### config.mk
export PLATFORM = sky130hd
export DESIGN_NAME = leaf_stream_packer
export DESIGN_NICKNAME = d
export VERILOG_FILES = /design/src/rtl/leaf_stream_packer.sv
export SDC_FILE = /design/constraint.sdc
export NUM_CORES = 1
export LEC_CHECK = 0
export CORE_ASPECT_RATIO = 0.6
export CORE_MARGIN = 2
export CORE_UTILIZATION = 38
export CTS_BUF_LIST = sky130_fd_sc_hd__clkbuf_8
export DETAILED_ROUTE_END_ITERATION = 10
export DONT_BUFFER_PORTS = 1
export GPL_TIMING_DRIVEN = 0
export SYNTH_ARGS = -nofsm -noshare
export SYNTH_HDL_FRONTEND = slang
export SYNTH_SLANG_ARGS = --single-unit
### constraint.sdc
create_clock -name clk -period 9 [get_ports clk]
set_input_delay 1.35 -clock clk [delete_from_list [all_inputs] [get_ports clk]]
set_output_delay 1.35 -clock clk [all_outputs]
set_load 0.05 [all_outputs]
### src/rtl/leaf_stream_packer.sv
// -----------------------------------------------------------------------------
// leaf_stream_packer
//   Transmit side of a leaf interface. Takes one user word at a time from an
//   ap_vld/ap_ack producer and emits one BFT packet per word toward a remote
//   leaf. The number of packets in flight is limited by a credit window of
//   2**NUM_ADDR_BITS packets. The window is refilled by credit-return packets
//   that arrive on the inbound BFT bus.
//
//   Packet layout (PACKET_BITS = 49):
//     {vld[48], leaf[47:44], port[43:40], seq[39:33], ctrl[32], payload[31:0]}
//
//   Optional build macro:
//     PKT_CNT_EN - when defined, adds output port pkt_count. It is a 16-bit
//                  saturating count of emitted user packets. Resends are not
//                  counted.
//
// Ports
//   clk                      in   1   rising-edge clock
//   reset                    in   1   synchronous, active-high reset
//   din_leaf_user2interface  in   32  user word, held by the producer until ack
//   vld_user2interface       in   1   user word valid
//   ack_interface2user       out  1   one-cycle accept pulse to the producer
//   dest_leaf                in   4   destination leaf, sampled at accept
//   dest_port                in   4   destination port, sampled at accept
//   dout_leaf_interface2bft  out  49  outbound packet; bit 48 = valid
//   din_leaf_bft2interface   in   49  inbound packets; only credit returns are used
//   resend                   in   1   re-emit the last packet
//   credit_avail             out  1   credit counter is non-zero
//   pkt_count                out  16  emitted-packet count (PKT_CNT_EN only)
// -----------------------------------------------------------------------------
module leaf_stream_packer #(
    parameter int                 PACKET_BITS   = 49,
    parameter int                 PAYLOAD_BITS  = 32,
    parameter int                 NUM_LEAF_BITS = 4,
    parameter int                 NUM_PORT_BITS = 4,
    parameter int                 NUM_ADDR_BITS = 7,
    parameter logic [3:0]         SELF_LEAF     = 4'd2
) (
    input  logic                      clk,
    input  logic                      reset,
    input  logic [PAYLOAD_BITS-1:0]   din_leaf_user2interface,
    input  logic                      vld_user2interface,
    output logic                      ack_interface2user,
    input  logic [NUM_LEAF_BITS-1:0]  dest_leaf,
    input  logic [NUM_PORT_BITS-1:0]  dest_port,
    output logic [PACKET_BITS-1:0]    dout_leaf_interface2bft,
    input  logic [PACKET_BITS-1:0]    din_leaf_bft2interface,
    input  logic                      resend,
    output logic                      credit_avail
`ifdef PKT_CNT_EN
    ,
    output logic [15:0]               pkt_count
`endif
);

    // The credit counter must hold the full window value, so it is one bit
    // wider than the sequence field. The sum is one bit wider again, so a
    // return of up to 255 credits cannot wrap before it is saturated.
    localparam int CRED_W   = NUM_ADDR_BITS + 1;
    localparam int SUM_W    = NUM_ADDR_BITS + 2;
    localparam int VLD_BIT  = PACKET_BITS - 1;
    localparam int CTRL_BIT = PAYLOAD_BITS;
    localparam int LEAF_LSB = PAYLOAD_BITS + 1 + NUM_ADDR_BITS + NUM_PORT_BITS;
    localparam int LEAF_MSB = LEAF_LSB + NUM_LEAF_BITS - 1;

    localparam logic [CRED_W-1:0]        MAX_CREDITS = CRED_W'(2 ** NUM_ADDR_BITS);
    localparam logic [SUM_W-1:0]         MAX_SUM     = SUM_W'(2 ** NUM_ADDR_BITS);
    localparam logic [NUM_ADDR_BITS-1:0] SEQ_ONE     = NUM_ADDR_BITS'(1);

    typedef enum logic [0:0] {
        IDLE = 1'b0,
        SEND = 1'b1
    } state_t;

    state_t                     r_state;
    logic [CRED_W-1:0]          r_credits;
    logic [NUM_ADDR_BITS-1:0]   r_seq;
    logic [PACKET_BITS-1:0]     r_last_pkt;
    logic                       r_sent_any;
    logic [PAYLOAD_BITS-1:0]    r_word;
    logic [NUM_LEAF_BITS-1:0]   r_dest_leaf;
    logic [NUM_PORT_BITS-1:0]   r_dest_port;

    logic                       w_ret_hit;
    logic [CRED_W-1:0]          w_ret_amt;
    logic                       w_consume;
    logic [SUM_W-1:0]           w_sum;
    logic [CRED_W-1:0]          w_credits_next;
    logic [PACKET_BITS-1:0]     w_pkt;
    logic                       w_unused_din;

    // A credit return is a valid inbound control packet addressed to this leaf.
    assign w_ret_hit = din_leaf_bft2interface[VLD_BIT]
                     & din_leaf_bft2interface[CTRL_BIT]
                     & (din_leaf_bft2interface[LEAF_MSB:LEAF_LSB] == SELF_LEAF);

    // Payload and sequence bits of inbound packets beyond the credit amount carry no meaning here.
    assign w_unused_din = ^{din_leaf_bft2interface[LEAF_LSB-1:CTRL_BIT+1],
                            din_leaf_bft2interface[PAYLOAD_BITS-1:CRED_W]};

    // The outgoing packet is built from the latched word and destination.
    assign w_pkt = {1'b1, r_dest_leaf, r_dest_port, r_seq, 1'b0, r_word};

    assign credit_avail = (r_credits != CRED_W'(0));

    // Credit update: subtract the packet being emitted, add any return, then clamp to the window.
    always_comb begin
        w_ret_amt      = {CRED_W{1'b0}};
        w_consume      = 1'b0;
        w_credits_next = r_credits;
        if (w_ret_hit) begin
            w_ret_amt = din_leaf_bft2interface[CRED_W-1:0];
        end else begin
            w_ret_amt = {CRED_W{1'b0}};
        end
        if (r_state == SEND) begin
            w_consume = 1'b1;
        end else begin
            w_consume = 1'b0;
        end
        // SEND is entered only with credits != 0, so this subtraction never underflows.
        w_sum = {1'b0, r_credits} + {1'b0, w_ret_amt} - {{(SUM_W-1){1'b0}}, w_consume};
        if (w_sum > MAX_SUM) begin
            w_credits_next = MAX_CREDITS;
        end else begin
            w_credits_next = w_sum[CRED_W-1:0];
        end
    end

    // Main FSM: accept a word, emit its packet, or replay the last packet.
    always_ff @(posedge clk) begin
        if (reset) begin
            r_state                 <= IDLE;
            r_credits               <= MAX_CREDITS;
            r_seq                   <= {NUM_ADDR_BITS{1'b0}};
            r_last_pkt              <= {PACKET_BITS{1'b0}};
            r_sent_any              <= 1'b0;
            r_word                  <= {PAYLOAD_BITS{1'b0}};
            r_dest_leaf             <= {NUM_LEAF_BITS{1'b0}};
            r_dest_port             <= {NUM_PORT_BITS{1'b0}};
            ack_interface2user      <= 1'b0;
            dout_leaf_interface2bft <= {PACKET_BITS{1'b0}};
        end else begin
            r_credits <= w_credits_next;
            case (r_state)
                IDLE: begin
                    ack_interface2user <= 1'b0;
                    // A resend takes priority, and any pending user word keeps waiting.
                    if (resend && r_sent_any) begin
                        dout_leaf_interface2bft <= r_last_pkt;
                    end else if (vld_user2interface && credit_avail) begin
                        r_word                  <= din_leaf_user2interface;
                        r_dest_leaf             <= dest_leaf;
                        r_dest_port             <= dest_port;
                        ack_interface2user      <= 1'b1;
                        dout_leaf_interface2bft <= {PACKET_BITS{1'b0}};
                        r_state                 <= SEND;
                    end else begin
                        dout_leaf_interface2bft <= {PACKET_BITS{1'b0}};
                    end
                end
                SEND: begin
                    ack_interface2user      <= 1'b0;
                    dout_leaf_interface2bft <= w_pkt;
                    r_last_pkt              <= w_pkt;
                    r_seq                   <= r_seq + SEQ_ONE;
                    r_sent_any              <= 1'b1;
                    r_state                 <= IDLE;
                end
                default: begin
                    ack_interface2user      <= 1'b0;
                    dout_leaf_interface2bft <= {PACKET_BITS{1'b0}};
                    r_state                 <= IDLE;
                end
            endcase
        end
    end

`ifdef PKT_CNT_EN
    logic [15:0] r_pkt_count;

    assign pkt_count = r_pkt_count;

    // Count user packets emitted from SEND; hold at the maximum instead of wrapping.
    always_ff @(posedge clk) begin
        if (reset) begin
            r_pkt_count <= 16'h0000;
        end else if ((r_state == SEND) && (r_pkt_count != 16'hFFFF)) begin
            r_pkt_count <= r_pkt_count + 16'h0001;
        end else begin
            r_pkt_count <= r_pkt_count;
        end
    end
`endif

endmodule
==> results.cfg <==
[outcome]
status = completed

[place]
routabilityCongestion = 0.885
io_buffers = 0
dp.cells = 782
dp_hpwl_um = 9420
place_area_um2 = 5730

[detailed_routing]
firstDrtPassIters = 4
routed_wl_um = 12700
num_vias = 3960
post_drt_wl_per_cell_um = 15.6
via_per_inst = 4.86
drcViolationCount = 0
ant_nets = 0
drt_iter0_markers = 202

[synth]
synth_seq_cells = 152
netlist_area_um2 = 5490
yosysUniqueCellTypes = 47
synth_edf_count = 0
yosysWarnings = 0
syn_inst = 590
ys_seq_area_frac = 0.555
avgSynthCellArea_um2 = 9.30
async_reset_ff_frac = 0
synth_nets = 701
synthFlopType = dfxtp_1

[clock_network]
clock_latency_ps = 440
path_clk_slew_ps = 80
cts_max_path_buffers = 2
cts_resized = 0
cts_max_level = 4
numCtsBuffers = 17
root_buffer = clkbuf_8
cts_tree = done
ctsHoldBuffers = 0
cts_sinks = 152
postCtsSetupRepairBufs = 0

[pwr]
power_density_nw_per_um2 = 298
ir_drop_mv = 0.111
power_frac_seq = 0.417
p_switching_mw = 0.606
internal_power_mw = 1.23
p_sw_frac = 0.330
finalPower_mw = 1.84
clkPwrFrac = 0.313
comb_power_share = 0.270
p_leak_nw = 2.33

[final_layout]
final_net_count = 720
n_antenna_cell = 0
final_area_um2 = 6180
multi_input_area_um2 = 2190
register_area_um2 = 3040
area_delta_synth_final_pct = 12.7
n_fill_cell = 1379
layout-drive-gt1-share = 0.0804
final_cells = 814

[critical_path]
critPathArrivalTime_ps = 4440
crit_type = input pin to flip-flop
critPathRequiredTime_ps = 9310
start_kind = input pin
path_max_fanout = 8
end_kind = flip-flop

[timing]
rsz0062_at_grt = false
hold_viol = 0
tns_ps = 0
maxSlewViolCount = 0
fmax_ghz = 0.242
slew-limit-headroom = 0.392
tightest_slew_ps = 905
finalSetupViolCount = 0
fin_crit_ps = 4130
period_share = 0.459
fin_skew_ps = 11.3

[die]
die_x_um = 159
core_area_um2 = 13900
dieArea_um2 = 15400
io_pins = 144
rows = 33
start_util = 0.395
die_h_um = 97.1

[grt]
antenna_found_initial = 0
groute.usage.overall = 0.170
grt_max_degree = 17
first_global_vias = 4030
grt_pass1_wl_um = 20500
grt_overflow_total = 0

[job]
drv_cap = 0

[worst_hold_path]
min_path_type = flip-flop to flip-flop
[per-layer routing]
metal	vias to the layer above	global-route usage	wire length, um
li1	1994	-	-
met2	98	0.246	5230
met3	10	0.0542	703
met5	-	0	0
met1	1858	0.238	6610
met4	0	0.0580	126
[layout by cell type (no fill, tap or decap), types with 2 or more instances in the layout]
| master | Yosys | final |
|---|---|---|
| nor3_1 | 53 | 53 |
| nor4_1 | 2 | 2 |
| bufinv_16 | 0 | 4 |
| o211ai_1 | 2 | 2 |
| clkbuf_1 | 23 | 23 |
| o21ai_0 | 8 | 8 |
| buf_1 | 4 | 4 |
| clkinv_4 | 0 | 4 |
| xnor2_1 | 3 | 3 |
| mux2i_1 | 47 | 47 |
| dfxtp_1 | 152 | 152 |
| nand2b_1 | 3 | 3 |
| or3_1 | 2 | 2 |
| xor2_1 | 4 | 4 |
| clkbuf_8 | 0 | 19 |
| nand4_1 | 3 | 3 |
| nand2_1 | 101 | 101 |
| nand3_1 | 2 | 2 |
| inv_6 | 0 | 3 |
| a21oi_1 | 47 | 47 |
| inv_1 | 24 | 25 |
| nor2_1 | 57 | 57 |
| buf_2 | 9 | 9 |
| ha_1 | 17 | 17 |
[synth_stat cells (4+ instances only)]
library cell,number,share of area
nand2_1,101,0.069
buf_1,4,0.0027
buf_2,9,0.0082
inv_1,24,0.016
nor3_1,53,0.048
clkbuf_1,23,0.016
nor2_1,57,0.039
ha_1,17,0.039
mux2i_1,47,0.086
dfxtp_1,152,0.55
a21oi_1,47,0.043
xor2_1,4,0.0064
o21ai_0,8,0.0073
[cell type report]
type | instances | area share
Inverter | 24 | 0.0146
Clock buffer | 19 | 0.0423
Sequential cell | 152 | 0.492
Tap cell | 192 | 0.0389
Clock inverter | 13 | 0.0312
Multi-Input combinational cell | 376 | 0.354
Buffer | 38 | 0.0267
[critical path, cell delays in order]
cell	delay, ps
nand4b_1	140
nor3_1	700
nand2_1	130
ha_1	310
inv_1	40
ha_1	220
fa_1	400
a21oi_1	310
o2111ai_1	150
mux2_2	330
nor2_2	250
nor3_1	110
[metrics by stage]
stage / setup WS (ps) / utilization / hold slack [ps]
floorplan: 5000 / - / 436
global placement: 4460 / 0.413 / 441
detailed placement: 4370 / 0.413 / 446
CTS: 4860 / 0.446 / 457
global route: 4600 / 0.446 / 480
finish: 4870 / 0.446 / 460
[registers in the layout, indices dropped and copies added, names as in the netlist]
| signal | flops |
|---|---|
| r_dest_leaf | 4 |
| r_word | 32 |
| r_credits | 8 |
| dout_leaf_interface2bft | 48 |
| r_state | 1 |
| r_dest_port | 4 |
| r_last_pkt | 47 |
| r_sent_any | 1 |
| r_seq | 7 |
[path summary, 6_finish.rpt]
| path | start | to | slack (ps) | cells after the start |
|---|---|---|---|---|
| max reg2reg | r_state | r_credits[3] | 6150 | 9 |
| max | din_leaf_bft2interface[44] | r_credits[3] | 4870 | 12 |
| min | r_dest_port[0] | r_dest_port[0] | 460 | 2 |
| min reg2reg | r_dest_port[0] | r_dest_port[0] | 460 | 2 |
[logic make-up after synthesis]
logic type      synth area share
simple gates               0.190
flops                      0.555
compound gates            0.0673
buf+inv                   0.0465
mux                       0.0878
fa+ha+maj                 0.0424
xor+xnor                  0.0112
other cells             0.000683
[power by group through the flow]
| stage | clock network, mW | logic (mW) | registers, mW |
|---|---|---|---|
| final | 0.576 | 0.497 | 0.767 |
| after global routing | 0.623 | 0.558 | 0.773 |
| after CTS | 0.592 | 0.497 | 0.767 |
| after detailed placement | 0 | 0.493 | 0.783 |
| after global placement | 0 | 0.478 | 0.780 |
| after floorplan | 0 | 0.385 | 0.774 |
Power figures use the tool's default switching activity.
